==> src/rtl/linebuf_pkg.sv <==
// rtl/linebuf_pkg.sv - shared widths, transparent pixel code and render-state enum
package linebuf_pkg;
  localparam int LB_AW     = 10;
  localparam int LB_DW     = 4;
  localparam int LB_TRANSP = 0;

  typedef enum logic [1:0] {
    IDLE  = 2'd0,
    WRITE = 2'd1,
    DONE  = 2'd2
  } render_state_e;
endpackage

==> src/rtl/linebuf_side_mux.sv <==
// rtl/linebuf_side_mux.sv - steers render/display traffic onto b0/b1 by i_sel
// i_sel names the render buffer; the other one is the display buffer.
module linebuf_side_mux #(
  parameter int AW = 10,
  parameter int DW = 4
) (
  input  logic          i_sel,
  input  logic          i_wen,
  input  logic [AW-1:0] i_wad,
  input  logic [DW-1:0] i_wdt,
  input  logic [AW-1:0] i_rad,
  input  logic          i_rwe,
  output logic          o_b0_wen,
  output logic [AW-1:0] o_b0_wad,
  output logic [DW-1:0] o_b0_wdt,
  output logic [AW-1:0] o_b0_rad,
  output logic          o_b0_rwe,
  output logic          o_b1_wen,
  output logic [AW-1:0] o_b1_wad,
  output logic [DW-1:0] o_b1_wdt,
  output logic [AW-1:0] o_b1_rad,
  output logic          o_b1_rwe
);
  assign o_b0_wen = !i_sel && i_wen;
  assign o_b0_wad = i_sel ? '0 : i_wad;
  assign o_b0_wdt = i_sel ? '0 : i_wdt;
  assign o_b1_wen = i_sel && i_wen;
  assign o_b1_wad = i_sel ? i_wad : '0;
  assign o_b1_wdt = i_sel ? i_wdt : '0;

  // Render side keeps its read port parked at address 0 with erase off.
  assign o_b0_rad = i_sel ? i_rad : '0;
  assign o_b0_rwe = i_sel && i_rwe;
  assign o_b1_rad = i_sel ? '0 : i_rad;
  assign o_b1_rwe = !i_sel && i_rwe;
endmodule

==> src/rtl/linebuf_pingpong_ctrl.sv <==
// rtl/linebuf_pingpong_ctrl.sv - ping-pong render/display sequencer for two sprite line buffers
// Optional LINEBUF_FLIPX_EN adds i_flip_x to mirror the write address per beat.
module linebuf_pingpong_ctrl
  import linebuf_pkg::*;
#(
  parameter int AW     = LB_AW,
  parameter int DW     = LB_DW,
  parameter int TRANSP = LB_TRANSP
) (
  input  logic          i_cl,
  input  logic          i_reset,
  input  logic          i_hblank_start,
  input  logic          i_spr_valid,
  output logic          o_spr_ready,
  input  logic [AW-1:0] i_spr_x,
  input  logic [DW-1:0] i_spr_px,
  input  logic          i_spr_last,
`ifdef LINEBUF_FLIPX_EN
  input  logic          i_flip_x,
`endif
  input  logic          i_disp_en,
  input  logic [AW-1:0] i_disp_x,
  output logic [DW-1:0] o_disp_px,
  output logic          o_render_busy,
  output logic          o_overrun,
  input  logic          i_ovr_clr,
  output logic          o_b0_wen,
  output logic [AW-1:0] o_b0_wad,
  output logic [DW-1:0] o_b0_wdt,
  output logic [AW-1:0] o_b0_rad,
  output logic          o_b0_rwe,
  input  logic [DW-1:0] i_b0_rdt,
  output logic          o_b1_wen,
  output logic [AW-1:0] o_b1_wad,
  output logic [DW-1:0] o_b1_wdt,
  output logic [AW-1:0] o_b1_rad,
  output logic          o_b1_rwe,
  input  logic [DW-1:0] i_b1_rdt
);
  render_state_e r_state;
  logic          r_sel, r_sel_d, r_en_d, r_ovr;
  logic          w_ready, w_accept, w_wen, w_rwe, w_mux_sel;
  logic [AW-1:0] w_addr, w_wad, w_rad;
  logic [DW-1:0] w_wdt;

  assign w_ready  = (r_state == WRITE) && !i_hblank_start;
  assign w_accept = i_spr_valid && w_ready;
  assign w_wen    = w_accept && (i_spr_px != DW'(TRANSP));

`ifdef LINEBUF_FLIPX_EN
  assign w_addr = i_flip_x ? ~i_spr_x : i_spr_x;
`else
  assign w_addr = i_spr_x;
`endif

  assign w_wad = w_wen ? w_addr : '0;
  assign w_wdt = w_wen ? i_spr_px : '0;
  assign w_rwe = i_disp_en && !i_reset;
  assign w_rad = i_reset ? '0 : i_disp_x;

  // Steer with the post-swap selection so a read on the swap cycle hits the new display buffer.
  assign w_mux_sel = r_sel ^ i_hblank_start;

  linebuf_side_mux #(.AW(AW), .DW(DW)) u_side_mux (
    .i_sel    (w_mux_sel),
    .i_wen    (w_wen),
    .i_wad    (w_wad),
    .i_wdt    (w_wdt),
    .i_rad    (w_rad),
    .i_rwe    (w_rwe),
    .o_b0_wen (o_b0_wen),
    .o_b0_wad (o_b0_wad),
    .o_b0_wdt (o_b0_wdt),
    .o_b0_rad (o_b0_rad),
    .o_b0_rwe (o_b0_rwe),
    .o_b1_wen (o_b1_wen),
    .o_b1_wad (o_b1_wad),
    .o_b1_wdt (o_b1_wdt),
    .o_b1_rad (o_b1_rad),
    .o_b1_rwe (o_b1_rwe)
  );

  always_ff @(posedge i_cl or posedge i_reset) begin
    if (i_reset) begin
      r_state <= IDLE;
      r_sel   <= 1'b0;
      r_sel_d <= 1'b0;
      r_en_d  <= 1'b0;
      r_ovr   <= 1'b0;
    end else begin
      r_sel_d <= w_mux_sel;
      r_en_d  <= i_disp_en;
      if (i_hblank_start) begin
        r_sel   <= ~r_sel;
        r_state <= WRITE;
      end else if (r_state == WRITE && w_accept && i_spr_last) begin
        r_state <= DONE;
      end
      if (i_hblank_start && r_state == WRITE) r_ovr <= 1'b1;
      else if (i_ovr_clr)                      r_ovr <= 1'b0;
    end
  end

  assign o_spr_ready   = w_ready;
  assign o_render_busy = (r_state == WRITE);
  assign o_overrun     = r_ovr;
  // The buffer's read data is already registered, so this mux completes the one-cycle latency.
  assign o_disp_px     = r_en_d ? (r_sel_d ? i_b0_rdt : i_b1_rdt) : '0;
endmodule
==> config.mk <==
export PLATFORM = sky130hd
export DESIGN_NAME = linebuf_pingpong_ctrl
export DESIGN_NICKNAME = d
export VERILOG_FILES = /design/src/rtl/linebuf_pkg.sv /design/src/rtl/linebuf_side_mux.sv /design/src/rtl/linebuf_pingpong_ctrl.sv
export SDC_FILE = /design/constraint.sdc
export NUM_CORES = 1
export LEC_CHECK = 0
export ABC_AREA = 1
export BUFFER_PORTS_ARGS = -buffer_cell sky130_fd_sc_hd__buf_2
export CAP_MARGIN = 25
export CORE_MARGIN = 3
export CORE_UTILIZATION = 31
export CTS_BUF_LIST = sky130_fd_sc_hd__clkbuf_2
export DETAILED_ROUTE_END_ITERATION = 10
export MAX_ROUTING_LAYER = met4
export PLACE_DENSITY = 0.82
export SYNTH_ARGS = -nofsm -noshare
export SYNTH_HDL_FRONTEND = slang
export SYNTH_SLANG_ARGS = --single-unit
==> constraint.sdc <==
create_clock -name i_cl -period 1.7 [get_ports i_cl]
set_input_delay 0.17 -clock i_cl [delete_from_list [all_inputs] [get_ports i_cl]]
set_output_delay 0.17 -clock i_cl [all_outputs]
set_load 0.01 [all_outputs]
==> flow_metrics.tcl <==
set metrics [dict create \
    status "finished, final reports clean" \
    initial_core_util_pct 34.31 \
    start_kind "flip-flop" \
    crit_top_cell "nand3_4" \
    drive_gt1_share_pct 55.07 \
    finalWeightedCongestion 0.7248 \
    final_cells 254 \
    period_minus_slack_ps 1650 \
    clk_pin_slew_ps 60 \
    clkLatencyLatePin_ps 220 \
    crit_fanout 7 \
    die_height_um 53.54 \
    viasPerCell 4.413 \
    drv_slew 0 \
    cp_cell_sequence "inv_2 -> nand3_4 -> nor2_4 -> buf_12 -> nand3_4 -> nor2_1 -> buf_2" \
    dp_cells 246 \
    ant_nets 0 \
    worst_ep_required_time_ps 1530 \
    pwr-share-seq_pct 20.7 \
    ctsHtreeMaxLevel 1 \
    swShare_pct 49.65 \
    power.switching_mw 0.5630 \
    r2r_setup_slack_ps 610 \
    power_mw 1.134 \
    combPwrFrac_pct 70.7 \
    first_global_vias 850 \
    synth_xor_area_share_pct 4.821 \
    cp.arrival_ps 1480 \
    tritoncts "yes" \
    rows 16 \
    die_x_um 53.54 \
    grtUsageTotal_pct 16.27 \
    multiInputGateArea_sq_um 494.2 \
    cts_root_buf "clkbuf_2" \
    nNetsFinal 268 \
    ios 98 \
    synth_area_sq_um 700.7 \
    path_class "flip-flop to primary output" \
    drt-pass1-iter-count 6 \
    vias 1121 \
    hold_violations 0 \
    p_leak_nw 0.9206 \
    wl_per_cell_um 10.64 \
    final_cell_mix "buf_2 (97), inv_1 (32), nor2_1 (31)" \
    fill_cells 203 \
    antenna_cells 0 \
    synth.avg_cell_area_sq_um 5.561 \
    clock_path_buffers 2 \
    gr-total-overflow 0 \
    peakVddDrop_v 0.0007723 \
    place_area_sq_mm 0.001191 \
    end_kind "primary output" \
    drv_cap 0 \
    maxSlewHeadroom_pct 71.33 \
    area_growth_pct 95.36 \
    layout_commonest_cell "buf_2" \
    synth_top_family_by_area "simple AND/OR/NAND/NOR gates" \
    yosys.area_share.simple_pct 43.93 \
    portBuffers 97 \
    postSynthNetCount 165 \
    antenna_found_initial 0 \
    grt_pass1_wl_um 3346 \
    drc 0 \
    hpwl_um 2049 \
    drtIter0Drc 8 \
    yosysSeqAreaShare_pct 21.43 \
    intPower_mw 0.5709 \
    fin_crit_sh_pct 97.06 \
    setup_violations 0 \
    clock_sinks 6 \
    power_density_mw_per_mm2 828.4 \
    totalWireLength_um 2703 \
    final_cell_area_sq_mm 0.001369 \
    regArea_sq_um 151.4 \
    numCtsBuffers 3 \
    cp_slowest_cell "dfrtp_1" \
    yosysWarningCount 0 \
    synth_compound_area_share_pct 4.286 \
    synth_cells 126 \
    slowest_delay_ps 400 \
    fmax_mhz 606.0 \
    muxShareOfSynthArea_pct 0 \
    grt_start_max_net_pins 24 \
    ys_ff_latch 6 \
    grt_setup_unrepaired "yes" \
    core-area_sq_mm 0.002042 \
    dieArea_sq_mm 0.002867 \
    yosysUniqueCellTypes 16 \
    yosys.area_share.adder_pct 0 \
    p_clk_share_pct 8.6 \
    hold_path_class "input pin to asynchronous set/reset pin" \
    finClkSkew_ps 2.650 \
    tightestPinTransition_ps 428.9 \
]
-- final timing paths --
path	end	cells past startpoint	from
min	r_state[0]	2	i_reset
min reg2reg	o_overrun	2	o_overrun
max	o_b0_wdt[3]	7	r_state[1]
min in group i_cl	r_en_d	1	i_disp_en
max reg2reg	r_state[0]	5	r_state[1]
max in group asynchronous	r_sel	2	i_reset
-- per-stage QoR --
| step | setup slack, ps | hold WS, ps | util (%) | setup TNS, ps |
|---|---|---|---|---|
| floorplan | 332.0 | 176.8 | - | 0 |
| global placement | 227.1 | 271.3 | 58.33 | 0 |
| detailed placement | 213.7 | 271.5 | 58.33 | 0 |
| CTS | 5.535 | 30.60 | 59.93 | 0 |
| global route | -41.80 | 62.76 | 67.03 | -241.1 |
| finish | 49.96 | 38.82 | 67.03 | 0 |
-- cell type report --
type	instances	share of cell area, %
Inverter	34	9.324
Sequential cell	6	11.06
Clock buffer	3	1.097
Timing Repair Buffer	103	39.95
Tap cell	27	2.468
Multi-Input combinational cell	81	36.11
-- metal layers --
layer  wire [um]  vias up  global-route usage [%]
met1         975      468                   16.05
met5           0        -                       -
met3         362        2                   6.925
li1            -      585                       -
met4          14        0                   2.553
met2        1350       66                   30.00
-- power by group through the flow --
stage / clock, mW / sequential, mW / combinational [mW]
detailed placement: 0 / 0.213 / 0.686
global placement: 0 / 0.213 / 0.685
finish: 0.0972 / 0.235 / 0.802
floorplan: 0 / 0.210 / 0.404
CTS: 0.102 / 0.211 / 0.704
global route: 0.111 / 0.244 / 0.880
-- what timing repair did --
action	in CTS	in global routing
hold buffers	0	0
pin swaps	0	8
gates cloned	0	2
setup endpoints to repair	26	40
setup buffers	0	3
gates resized for setup	3	19
-- critical path: cells and delay by family (launching register included) --
family	cells	cell delay (ps)
and+or+nand+nor	4	500
DFF	1	400
buffers and inverters	3	360
-- kinds of logic (layout without fill, tap and decap cells) --
| kind of cell | count (synthesis) | in the layout |
|---|---|---|
| buf+inv | 41 | 140 |
| flops | 6 | 6 |
| xor+xnor | 3 | 3 |
| compound gates | 6 | 6 |
| simple gates | 70 | 72 |
-- state kept, by name, indices dropped and copies added (netlist names) --
| name | flops |
|---|---|
| r_sel | 1 |
| o_overrun | 1 |
| r_state | 2 |
| r_sel_d | 1 |
| r_en_d | 1 |
-- synthesized netlist by cell type --
library cell  count  area (sq um)
nand3_1           2         10.01
inv_2             1         3.750
inv_1            33         123.9
nor2_1           39         146.4
xor2_1            1         8.760
nand3_2           2         20.02
xor2_2            1         16.27
clkbuf_1          2         7.510
o21ai_0           6         30.03
buf_6             3         33.78
nand4_1           1         6.260
nor3_1           22         110.1
xnor2_1           1         8.760
dfrtp_1           6         150.1
nand2_1           4         15.01
buf_2             2         10.01
Note: power is estimated with default switching activity, not from simulation.
